`config.mk`:
```
export PLATFORM = sky130hd
export DESIGN_NAME = rgb_saturation
export DESIGN_NICKNAME = d
export VERILOG_FILES = /design/src/rtl/rgb_saturation.sv
export SDC_FILE = /design/constraint.sdc
export NUM_CORES = 2
export LEC_CHECK = 0
export CORE_MARGIN = 2
export CORE_UTILIZATION = 40
export DETAILED_ROUTE_END_ITERATION = 10
export DONT_BUFFER_PORTS = 1
export GPL_TIMING_DRIVEN = 0
export PLACE_DENSITY = 0.65
export REMOVE_ABC_BUFFERS = 1
export SYNTH_ARGS = -nofsm -noshare
export SYNTH_HDL_FRONTEND = slang
export SYNTH_SLANG_ARGS = --single-unit
```
`constraint.sdc`:
```
create_clock -name clk -period 19.8 [get_ports clk]
set_input_delay 0.99 -clock clk [delete_from_list [all_inputs] [get_ports clk]]
set_output_delay 0.99 -clock clk [all_outputs]
set_load 0.03 [all_outputs]
```
`src/rtl/rgb_saturation.sv`:
```
// rgb_saturation: 4-stage pipelined RGB saturation adjuster, C' = Y + (C - Y)*sat, with aligned de/hs/vs
//   clk, rst_n (sync, active low); saturation_i, ycoe0_i..ycoe2_i: Q.F unsigned gains;
//   di_i {B,G,R} in, de_i/hs_i/vs_i in; do_o {B',G',R'} out, de_o/hs_o/vs_o delayed by 4 clocks
module rgb_saturation #(
  parameter int PIXEL_WIDTH   = 8,
  parameter int COE_FRAC_BITS = 6
) (
  input  logic                     clk,
  input  logic                     rst_n,
  input  logic [15:0]              saturation_i,
  input  logic [15:0]              ycoe0_i,
  input  logic [15:0]              ycoe1_i,
  input  logic [15:0]              ycoe2_i,
  input  logic [3*PIXEL_WIDTH-1:0] di_i,
  input  logic                     de_i,
  input  logic                     hs_i,
  input  logic                     vs_i,
  output logic [3*PIXEL_WIDTH-1:0] do_o,
  output logic                     de_o,
  output logic                     hs_o,
  output logic                     vs_o
);
  localparam int PW = PIXEL_WIDTH;
  localparam int F  = COE_FRAC_BITS;
  localparam int PR = PW + 16;
  localparam int SW = PW + 18;
  localparam int MW = PW + 18;
  logic [2:0][15:0]   coe;
  logic [2:0][PW-1:0] c1_q, c2_q;
  logic [2:0][PR-1:0] p1_d, p1_q;
  logic [2:0][MW-1:0] m3_d, m3_q;
  logic [2:0][PW-1:0] o4_d, o4_q;
  logic [15:0]        sat1_q, sat2_q;
  logic [SW-1:0]      sum_d, yf_d;
  logic [PW-1:0]      y2_d, y2_q, y3_q;
  logic [3:0]         de_q, hs_q, vs_q;
  assign coe   = {ycoe2_i, ycoe1_i, ycoe0_i};
  assign sum_d = SW'(p1_q[0]) + SW'(p1_q[1]) + SW'(p1_q[2]);
  assign yf_d  = sum_d >> F;
  // luma can exceed full scale when the coefficients sum above 1.0
  assign y2_d  = |yf_d[SW-1:PW] ? '1 : yf_d[PW-1:0];
  for (genvar c = 0; c < 3; c++) begin : g_ch
    logic signed [PW:0]   dc;
    logic signed [MW-1:0] dcx, satx, sh;
    logic signed [MW:0]   t;
    assign p1_d[c] = PR'(coe[c]) * PR'(di_i[c*PW +: PW]);
    assign dc      = $signed({1'b0, c2_q[c]}) - $signed({1'b0, y2_q});
    assign dcx     = MW'(dc);
    assign satx    = $signed({{(MW-16){1'b0}}, sat2_q});
    assign m3_d[c] = dcx * satx;
    // floor shift keeps negative offsets rounding toward -inf
    assign sh      = $signed(m3_q[c]) >>> F;
    assign t       = $signed({{(MW+1-PW){1'b0}}, y3_q}) + {sh[MW-1], sh};
    assign o4_d[c] = t[MW] ? '0 : |t[MW-1:PW] ? '1 : t[PW-1:0];
  end
  always_ff @(posedge clk) begin
    if (!rst_n) begin
      c1_q   <= '0;
      p1_q   <= '0;
      sat1_q <= '0;
      c2_q   <= '0;
      y2_q   <= '0;
      sat2_q <= '0;
      m3_q   <= '0;
      y3_q   <= '0;
      o4_q   <= '0;
      de_q   <= '0;
      hs_q   <= '0;
      vs_q   <= '0;
    end else begin
      c1_q   <= di_i;
      p1_q   <= p1_d;
      sat1_q <= saturation_i;
      c2_q   <= c1_q;
      y2_q   <= y2_d;
      sat2_q <= sat1_q;
      m3_q   <= m3_d;
      y3_q   <= y2_q;
      o4_q   <= o4_d;
      de_q   <= {de_q[2:0], de_i};
      hs_q   <= {hs_q[2:0], hs_i};
      vs_q   <= {vs_q[2:0], vs_i};
    end
  end
  assign do_o = o4_q;
  assign de_o = de_q[3];
  assign hs_o = hs_q[3];
  assign vs_o = vs_q[3];
endmodule

```
==> impl_metrics.tcl <==
set metrics [dict create \
    cts_setup_buffers 0 \
    finClkSkew_ns 0.0342 \
    hold_path.class "flip-flop to flip-flop" \
    maxSlewViolCount 0 \
    yosysWarningCount 0 \
    max_freq_ghz 0.120 \
    cp_slowest_cell "xnor2_1" \
    critPathKind "flip-flop to flip-flop" \
    cp_data_required_time_ns 20.23 \
    critPathLaunchType "flip-flop" \
    p_leak_nw 18.3 \
    status "complete, no violations" \
    drive_above_1_share_pct 2.33 \
    initial_utilization_pct 40.5 \
    wl_per_cell_um 15.6 \
    grt_pass1_vias 26700 \
    power_density_nw_per_um2 114 \
    numClockSinks 264 \
    startpoint "y2_q[1]" \
    max_stage_delay_ns 1.03 \
    crit_fanout 16 \
    hold_depth 1 \
    synthCells 3924 \
    synth-edff-count 0 \
    peakVddDrop_uv 70.1 \
    grt_max_degree 140 \
    cp.arrival_ns 8.78 \
    worst_r2r_path_depth 30 \
    timing.rr.start "y2_q[1]" \
    avgViaCountPerCell 5.03 \
    setup_viol 0 \
    ioPinCount 120 \
    row_count 109 \
    cts_buffers 36 \
    fill_cells 8705 \
    drtIter0Drc 926 \
    tritoncts "done" \
    ys_types 70 \
    ant_nets 0 \
    final_cells 5035 \
    dp_hpwl_um 62000 \
    drv_cap 0 \
    cts.clk_slew.worst_paths_ns 0.06 \
    root_buffer "clkbuf_16" \
    worstSkewPairLatency_ns 0.57 \
    end_kind "flip-flop" \
    first_pass_iters 4 \
    syn_area_um2 35900 \
    crit_path_frequent_cell "fa_1" \
    ys_seq_area_share_pct 14.7 \
    die-area_um2 92200 \
    syn_to_final_growth_pct 6.42 \
    hold_start "c1_q[0]" \
    drc 0 \
    overflow 0 \
    grtUsageTotal_pct 17.5 \
    coreArea_um2 88600 \
    die-height_um 304 \
    setup_tns_ns 0 \
    synth-main-ff-cell "dfxtp_1" \
    grt_setup_unrepaired "no" \
    grt_first_pass_wirelength_um 134000 \
    tightest_slew_ns 1.40 \
    antenna_found_initial 0 \
    htreeDepth 2 \
    min_period_ns 8.35 \
    die_w_um 304 \
    post-route-period-util_pct 42.2 \
    wl_um 78300 \
    avgSynthCellArea_um2 9.15 \
    vias 25300 \
    nets 4911 \
    cts_buffer_depth 3 \
    max_slew_margin_pct 5.79 \
    hold_viol 0 \
    io_buffers 0 \
    place_congestion 0.838 \
    post_cts_resized 0 \
    synth-seq-cells 264 \
    async_reset_ff_share_pct 0 \
    place_inst 4968 \
    cts_hold_buffers 0 \
]
[final cells by class]
| type | count | area, um2 | share of cell area (%) |
|---|---|---|---|
| clock buffers | 47 | 1000 | 2.63 |
| flip-flops and latches | 264 | 5290 | 13.8 |
| well taps | 1165 | 1460 | 3.81 |
| diodes | 1 | 2.50 | 0.00655 |
| inverters | 565 | 2120 | 5.56 |
| clock inverters | 18 | 221 | 0.580 |
| multi-input cells | 2972 | 28100 | 73.5 |
| repair buffers | 3 | 42.5 | 0.111 |
[state kept, by name, indices dropped and copies added, names as in the netlist]
signal	flops
sat1_q	16
sat2_q	16
c2_q	24
p1_q	72
g_ch.sh	60
vs_q	4
de_q	4
hs_q	4
do_o	24
y3_q	8
y2_q	8
c1_q	24
[per-layer routing]
layer  vias up  share of wire, %  routed length, um  global-route usage, %
met5         -                 0                  0                      0
met4         0               2.6               2050                   4.93
met3        92               3.4               2650                   2.31
met2       341                52              40500                   32.6
met1     12700                42              33200                   21.0
li1      12200                 -                  -                      -
[critical path: cells and delay by family (launching register included)]
| kind | cells | cell delay (ns) |
|---|---|---|
| buf+inv | 4 | 0.35 |
| flops | 1 | 0.51 |
| xor+xnor | 2 | 1.19 |
| fa+ha+maj | 7 | 3.05 |
| simple gates | 6 | 0.79 |
| compound gates | 11 | 2.31 |
[synthesized netlist by cell type, drive strengths merged, types with 33 or more instances]
| cell type | count | area (um2) |
|---|---|---|
| o21ai | 89 | 445 |
| nor3 | 48 | 240 |
| fa | 578 | 11600 |
| nor2b | 39 | 244 |
| nand2b | 111 | 694 |
| xnor2 | 73 | 639 |
| o21a | 50 | 375 |
| a21o | 57 | 428 |
| xor2 | 63 | 552 |
| nor2 | 213 | 802 |
| nand2 | 367 | 1380 |
| nand3 | 33 | 165 |
| inv | 565 | 2120 |
| ha | 398 | 4980 |
| and2 | 503 | 3150 |
| a21oi | 116 | 581 |
| dfxtp | 264 | 5290 |
| clkbuf | 123 | 462 |
[logic make-up after synthesis]
kind of cell	count (synthesis)	share of synthesized area (%)
xor gates and xnor gates	136	3.32
DFF	264	14.7
AOI/OAI and AO/OA	439	8.01
and+or+nand+nor	1414	20.5
adders and majority gates	976	46.1
muxes	7	0.199
buffers and inverters	688	7.19
[stage by stage]
stage	hold WS (ns)	worst slack, ns	cell area (um2)	utilization (%)	total power [mW]
6_report	0.406	11.45	38200	43.1	4.35
5_1_grt	0.431	10.77	38200	43.1	4.86
4_1_cts	0.408	11.45	38200	43.1	4.41
3_5_place_dp	0.417	11.51	37000	41.7	3.69
3_3_place_gp	0.414	11.54	36900	41.6	3.64
2_1_floorplan	0.412	12.95	35400	-	3.09
[final timing paths]
check	slack, ns	endpoint
setup / recovery	11.45	g_ch[0].sh[17]
hold / removal	0.41	c2_q[0]
setup reg to reg	11.45	g_ch[0].sh[17]
hold reg to reg	0.41	c2_q[0]
[cell usage in the layout, fill, tap and decap left out, types with 9 or more instances in the layout]
| cell | instances |
|---|---|
| clkbuf_16 | 37 |
| nand3_1 | 33 |
| a21oi_1 | 116 |
| a31oi_1 | 9 |
| nor2_1 | 212 |
| nor3_1 | 48 |
| inv_1 | 564 |
| o21ai_0 | 52 |
| nand4_1 | 12 |
| o31ai_1 | 11 |
| xnor2_1 | 69 |
| and3_1 | 20 |
| and2_1 | 502 |
| dfxtp_1 | 264 |
| fa_1 | 578 |
| o41ai_1 | 10 |
| or3_1 | 12 |
| o21bai_1 | 14 |
| o21ai_1 | 37 |
| a21o_1 | 57 |
| or2_2 | 16 |
| nand2_1 | 367 |
| o21a_1 | 50 |
| xor2_1 | 62 |
| nand2b_1 | 111 |
| nor3b_1 | 9 |
| ha_1 | 398 |
| nor2b_1 | 39 |
| a211oi_1 | 19 |
[report_power, final]
part           switching (mW)  leakage (nW)  internal (mW)
registers               0.126          2.19          0.666
clock network           0.259         0.587          0.412
logic                    1.59          15.6           1.29
total                    1.98          18.3           2.37
(Power assumes the default switching activity.)
